$ cat src/rtl/ft_lockstep_ctrl.sv
// Dual-core lockstep supervisor: compares fetch streams, checkpoints the last
// agreed fetch address and sequences drain/reset/restore recovery on faults.
module ft_lockstep_ctrl #(
    parameter logic [31:0] BOOT_ADDR    = 32'h0000_0080,
    parameter int          DRAIN_CYCLES = 4,
    parameter int          RESET_CYCLES = 2,
    parameter int          MAX_RETRY    = 3,
    parameter int          CLEAN_WINDOW = 16
) (
    input  logic        clk_i,
    input  logic        rst_i,
    input  logic        fetch_enable_i,
    input  logic        instr_req_0_i,
    input  logic        instr_req_1_i,
    input  logic [31:0] instr_addr_0_i,
    input  logic [31:0] instr_addr_1_i,
    input  logic        error_i,
    output logic        fetch_enable_o,
    output logic        core_rst_o,
    output logic [31:0] pc_restore_o,
    output logic        pc_restore_valid_o,
    output logic        recovering_o,
    output logic [7:0]  err_count_o,
    output logic        fatal_o
);

    typedef enum logic [2:0] {
        S_IDLE,
        S_RUN,
        S_HALT,
        S_RESET,
        S_RESTORE,
        S_FATAL
    } state_e;

    localparam logic [7:0] DRAIN_LAST = 8'(DRAIN_CYCLES - 1);
    localparam logic [7:0] RESET_LAST = 8'(RESET_CYCLES - 1);
    localparam logic [7:0] RETRY_MAX  = 8'(MAX_RETRY);
    localparam logic [7:0] CLEAN_WIN  = 8'(CLEAN_WINDOW);

    state_e      state_q, state_d;
    logic [7:0]  phase_q, phase_d;
    logic [31:0] ckpt_q, ckpt_d;
    logic [7:0]  err_q, err_d;
    logic [7:0]  retry_q, retry_d;
    logic [7:0]  clean_q, clean_d;

    logic        fe_q, fe_d;
    logic        crst_q, crst_d;
    logic        vld_q, vld_d;
    logic        rec_q, rec_d;
    logic        fatal_q, fatal_d;

    logic        both_req;
    logic        mismatch;
    logic        agreed;

    assign both_req = instr_req_0_i & instr_req_1_i;
    assign mismatch = error_i
                    | (instr_req_0_i ^ instr_req_1_i)
                    | (both_req & (instr_addr_0_i != instr_addr_1_i));
    assign agreed   = both_req & (instr_addr_0_i == instr_addr_1_i) & ~error_i;

    always_ff @(posedge clk_i) begin
        if (rst_i) begin
            state_q <= S_IDLE;
            phase_q <= '0;
            ckpt_q  <= BOOT_ADDR;
            err_q   <= '0;
            retry_q <= '0;
            clean_q <= '0;
            fe_q    <= 1'b0;
            crst_q  <= 1'b0;
            vld_q   <= 1'b0;
            rec_q   <= 1'b0;
            fatal_q <= 1'b0;
        end else begin
            state_q <= state_d;
            phase_q <= phase_d;
            ckpt_q  <= ckpt_d;
            err_q   <= err_d;
            retry_q <= retry_d;
            clean_q <= clean_d;
            fe_q    <= fe_d;
            crst_q  <= crst_d;
            vld_q   <= vld_d;
            rec_q   <= rec_d;
            fatal_q <= fatal_d;
        end
    end

    always_comb begin
        state_d = state_q;
        phase_d = phase_q;
        ckpt_d  = ckpt_q;
        err_d   = err_q;
        retry_d = retry_q;
        clean_d = clean_q;
        case (state_q)
            S_IDLE: begin
                if (fetch_enable_i) begin
                    state_d = S_RUN;
                end
            end
            S_RUN: begin
                if (mismatch) begin
                    err_d   = (err_q == 8'hFF) ? err_q : err_q + 8'd1;
                    retry_d = (retry_q == 8'hFF) ? retry_q : retry_q + 8'd1;
                    clean_d = '0;
                    phase_d = '0;
                    state_d = (retry_d > RETRY_MAX) ? S_FATAL : S_HALT;
                end else begin
                    if (agreed) begin
                        ckpt_d  = instr_addr_0_i;
                        // Saturate so a long clean stretch keeps retries cleared
                        clean_d = (clean_q >= CLEAN_WIN) ? clean_q : clean_q + 8'd1;
                        if (clean_d >= CLEAN_WIN) begin
                            retry_d = '0;
                        end
                    end
                    if (!fetch_enable_i) begin
                        state_d = S_IDLE;
                    end
                end
            end
            S_HALT: begin
                if (phase_q == DRAIN_LAST) begin
                    phase_d = '0;
                    state_d = S_RESET;
                end else begin
                    phase_d = phase_q + 8'd1;
                end
            end
            S_RESET: begin
                if (phase_q == RESET_LAST) begin
                    phase_d = '0;
                    state_d = S_RESTORE;
                end else begin
                    phase_d = phase_q + 8'd1;
                end
            end
            S_RESTORE: begin
                state_d = fetch_enable_i ? S_RUN : S_IDLE;
            end
            S_FATAL: begin
                state_d = S_FATAL;
            end
            default: begin
                state_d = S_IDLE;
            end
        endcase
    end

    // Outputs decoded from the next state so every port comes straight off a flop
    always_comb begin
        fe_d    = 1'b0;
        crst_d  = 1'b0;
        vld_d   = 1'b0;
        rec_d   = 1'b0;
        fatal_d = 1'b0;
        case (state_d)
            S_RUN: begin
                fe_d = 1'b1;
            end
            S_HALT: begin
                rec_d = 1'b1;
            end
            S_RESET: begin
                rec_d  = 1'b1;
                crst_d = 1'b1;
            end
            S_RESTORE: begin
                rec_d = 1'b1;
                vld_d = 1'b1;
            end
            S_FATAL: begin
                crst_d  = 1'b1;
                fatal_d = 1'b1;
            end
            default: begin
                fe_d = 1'b0;
            end
        endcase
    end

    assign fetch_enable_o     = fe_q;
    assign core_rst_o         = crst_q;
    assign pc_restore_o       = ckpt_q;
    assign pc_restore_valid_o = vld_q;
    assign recovering_o       = rec_q;
    assign err_count_o        = err_q;
    assign fatal_o            = fatal_q;

endmodule
$ cat config.mk
export PLATFORM = sky130hd
export DESIGN_NAME = ft_lockstep_ctrl
export DESIGN_NICKNAME = d
export VERILOG_FILES = /design/src/rtl/ft_lockstep_ctrl.sv
export SDC_FILE = /design/constraint.sdc
export NUM_CORES = 1
export LEC_CHECK = 0
export ABC_AREA = 1
export CAP_MARGIN = 20
export CORE_MARGIN = 2
export CORE_UTILIZATION = 45
export CTS_BUF_LIST = sky130_fd_sc_hd__clkbuf_4 sky130_fd_sc_hd__clkbuf_8
export DETAILED_ROUTE_END_ITERATION = 12
export PLACE_DENSITY = 0.76
export SKIP_LAST_GASP = 1
export SLEW_MARGIN = 20
export SYNTH_ARGS = -nofsm -noshare
export SYNTH_HDL_FRONTEND = slang
export SYNTH_SLANG_ARGS = --single-unit
$ cat constraint.sdc
create_clock -name clk_i -period 2.4 [get_ports clk_i]
set_input_delay 0.36 -clock clk_i [delete_from_list [all_inputs] [get_ports clk_i]]
set_output_delay 0.36 -clock clk_i [all_outputs]
set_load 0.05 [all_outputs]
==> impl_metrics.toml <==
[yosys]
synth_edf_count = 0
synth_top_family_by_area = "simple AND/OR/NAND/NOR gates"
yosys.area.top_type = "dfxtp_1"
synth_compound_area_frac = 0.0839
synth_most_common_cell = "nand2_1"
synth_fa_ha_area_frac = 0.0221
synth_common_cells = "195 x nand2_1, 84 x inv_1, 78 x nor2_1, 72 x dfxtp_1, 34 x a21oi_1"
synth_area_leaders = "dfxtp_1 36%, nand2_1 18%, inv_1 7.9%"
synthesis.nets = 691
yosys_warnings = 0
syn_inst = 614
ys_async_sr_fraction = 0
syn_avg_cell_area_um2 = 6.46
yosysUniqueCellTypes = 27
ys_ff_latch = 72
synth_xor_area_frac = 0.0684
synth-simple-area-share = 0.342
syn-cell-area_um2 = 3970
synthFlopType = "dfxtp_1"
synthMuxAreaShare = 0.00252
synth_seq_area_share = 0.363
yosys.area.top_type_share = 0.363

[floorplanning]
core_area_um2 = 8640
initial_core_util = 0.460
die-area_um2 = 9590
die_x_um = 97.9
ios = 115
rows = 34
die_y_um = 97.9

[placed_design]
dp.cells = 827
placed_cell_area_um2 = 5230
io_buffers = 114
dp_slack_ns = -0.0478
hpwl_um = 7700
gp_congestion = 0.843

[hold_path]
min_path_type = "reg2reg"
hp-start = "clean_q[6]"

[setup_path]
required_ns = 2.67
reg2reg_depth = 13
crit_path_max_fanout = 52
worstReg2RegEnd = "state_q[0]"
end_kind = "register"
crit_end = "pc_restore_o[24]"
crit-reg2reg-launch = "retry_q[0]"
cp-startpoint = "instr_addr_0_i[11]"
r2r_slack_ns = 0.37
cp.arrival_ns = 2.34
setup.worst_path.class = "in2reg"
cp-start-kind = "input pin"

[finish]
drive_gt1_frac = 0.0721
fin_util = 0.628
stdcell_area_um2 = 5420
final_cells = 843
area_growth_pct = 36.6
antenna_cells = 0
fill_cells = 787
nNetsFinal = 807

[cts]
ctsResizeCount = 0
h-tree-depth = 3
clock_sinks = 72
tritoncts = "done"
clockBufferDepth = 2
cts_buffers = 9
insertion_delay_ns = 0.34
postCtsSetupRepairBufs = 0
hold_buffers = 0
cts_root_buf = "clkbuf_8"
path_clk_slew_ns = 0.08

[grt]
grt_use_total = 0.214
overflow = 0
grt_pass1_vias = 3956
grt_max_degree = 53
antenna_found_initial = 0
grt_pass1_wl_um = 17000

[power_and_ir_drop]
ir_drop_uv = 274
power_density_nw_per_um2 = 470
power_mw = 2.55
leakagePower_nw = 2.39

[drt]
wire_per_inst_um = 11.9
drt-initial-drc-count = 112
vias = 4052
via_per_inst = 4.81
antenna_left = 0
drc_errors = 0
first_pass_iters = 4
routed_wirelength_um = 10100

[timing]
clock_skew_ns = 0.00797
fin_ws_ns = 0.324
setup-violations-final = 0
fmax_mhz = 482
post-route-period-util = 0.865
period_needed_ns = 2.08
worst_pin_slew_ns = 0.549
final_hold_viol_count = 0
slew_headroom = 0.633
rsz0062_at_grt = "false"
holdWs_ns = 0.454
slew_violations = 0
setup-tns-final_ns = 0

[status]
outcome = "finished, final reports clean"

[flow_run]
maxCapViolCount = 0
[how the worst min path moves through the flow]
| stage | cells after the start | endpoint |
|---|---|---|
| 2_1_floorplan | 2 | clean_q[7] |
| 3_3_place_gp | 2 | clean_q[7] |
| 3_5_place_dp | 2 | clean_q[6] |
| 4_1_cts | 2 | clean_q[6] |
| 5_1_grt | 2 | clean_q[7] |
| 6_report | 2 | clean_q[6] |
[routing by layer]
metal	GRT usage	share of wire	wire, um
met5	0	0	0
met4	0.0919	0.026	262
met3	0.0465	0.047	468
met2	0.389	0.51	5170
met1	0.239	0.41	4150
[layout make-up]
type / count / area [um2] / share of cell area
Clock buffer: 11 / 139 / 0.0256
Clock inverter: 5 / 57.6 / 0.0106
Inverter: 100 / 375 / 0.0692
Multi-Input combinational cell: 428 / 2060 / 0.380
Sequential cell: 72 / 1440 / 0.266
Tap cell: 108 / 135 / 0.0249
Timing Repair Buffer: 119 / 1220 / 0.224
[cells by family after synthesis]
family / count (synthesis)
simple gates: 330
buf+inv: 114
flops: 72
compound gates: 59
fa+ha+maj: 7
xor+xnor: 31
mux: 1
[registers in the layout (all words and copies together) (netlist names), 3 cells and up]
signal	cells
err_count_o	8
clean_q	8
pc_restore_o	32
state_q	3
retry_q	8
phase_q	8
[cells in the final DEF (no fill, tap or decap), drive strengths merged, types with 2 or more instances in the layout]
master | Yosys | routed
xnor2 | 23 | 23
inv | 100 | 100
xor2 | 8 | 8
nand3 | 29 | 29
dfxtp | 72 | 72
nand4 | 7 | 7
o21ai | 14 | 14
buf | 8 | 5
nand3b | 2 | 2
ha | 7 | 7
nor3 | 12 | 12
nand2 | 199 | 199
clkbuf | 6 | 11
nor2 | 78 | 78
clkdlybuf4s50 | 0 | 114
a21oi | 43 | 43
clkinvlp | 0 | 3
[worst max-delay path, stage by stage]
cell and delay (ns):
clkdlybuf4s50_1 0.46, xnor2_1 0.23, nand2_1 0.10, nor2_1 0.10, nand2_1 0.06, nor2_1 0.13, nand3_1 0.18, nand2_2 0.16
nand3_4 0.10, buf_12 0.19, nand2_1 0.08, nand2_1 0.05, nor2_1 0.13
[power by group]
part	switching [mW]	leakage, nW	internal (mW)
clock	0.461	0.0924	0.502
sequential	0.0136	0.581	1.21
combinational	0.185	1.72	0.183
No activity file was read; power rests on OpenSTA's default activity.
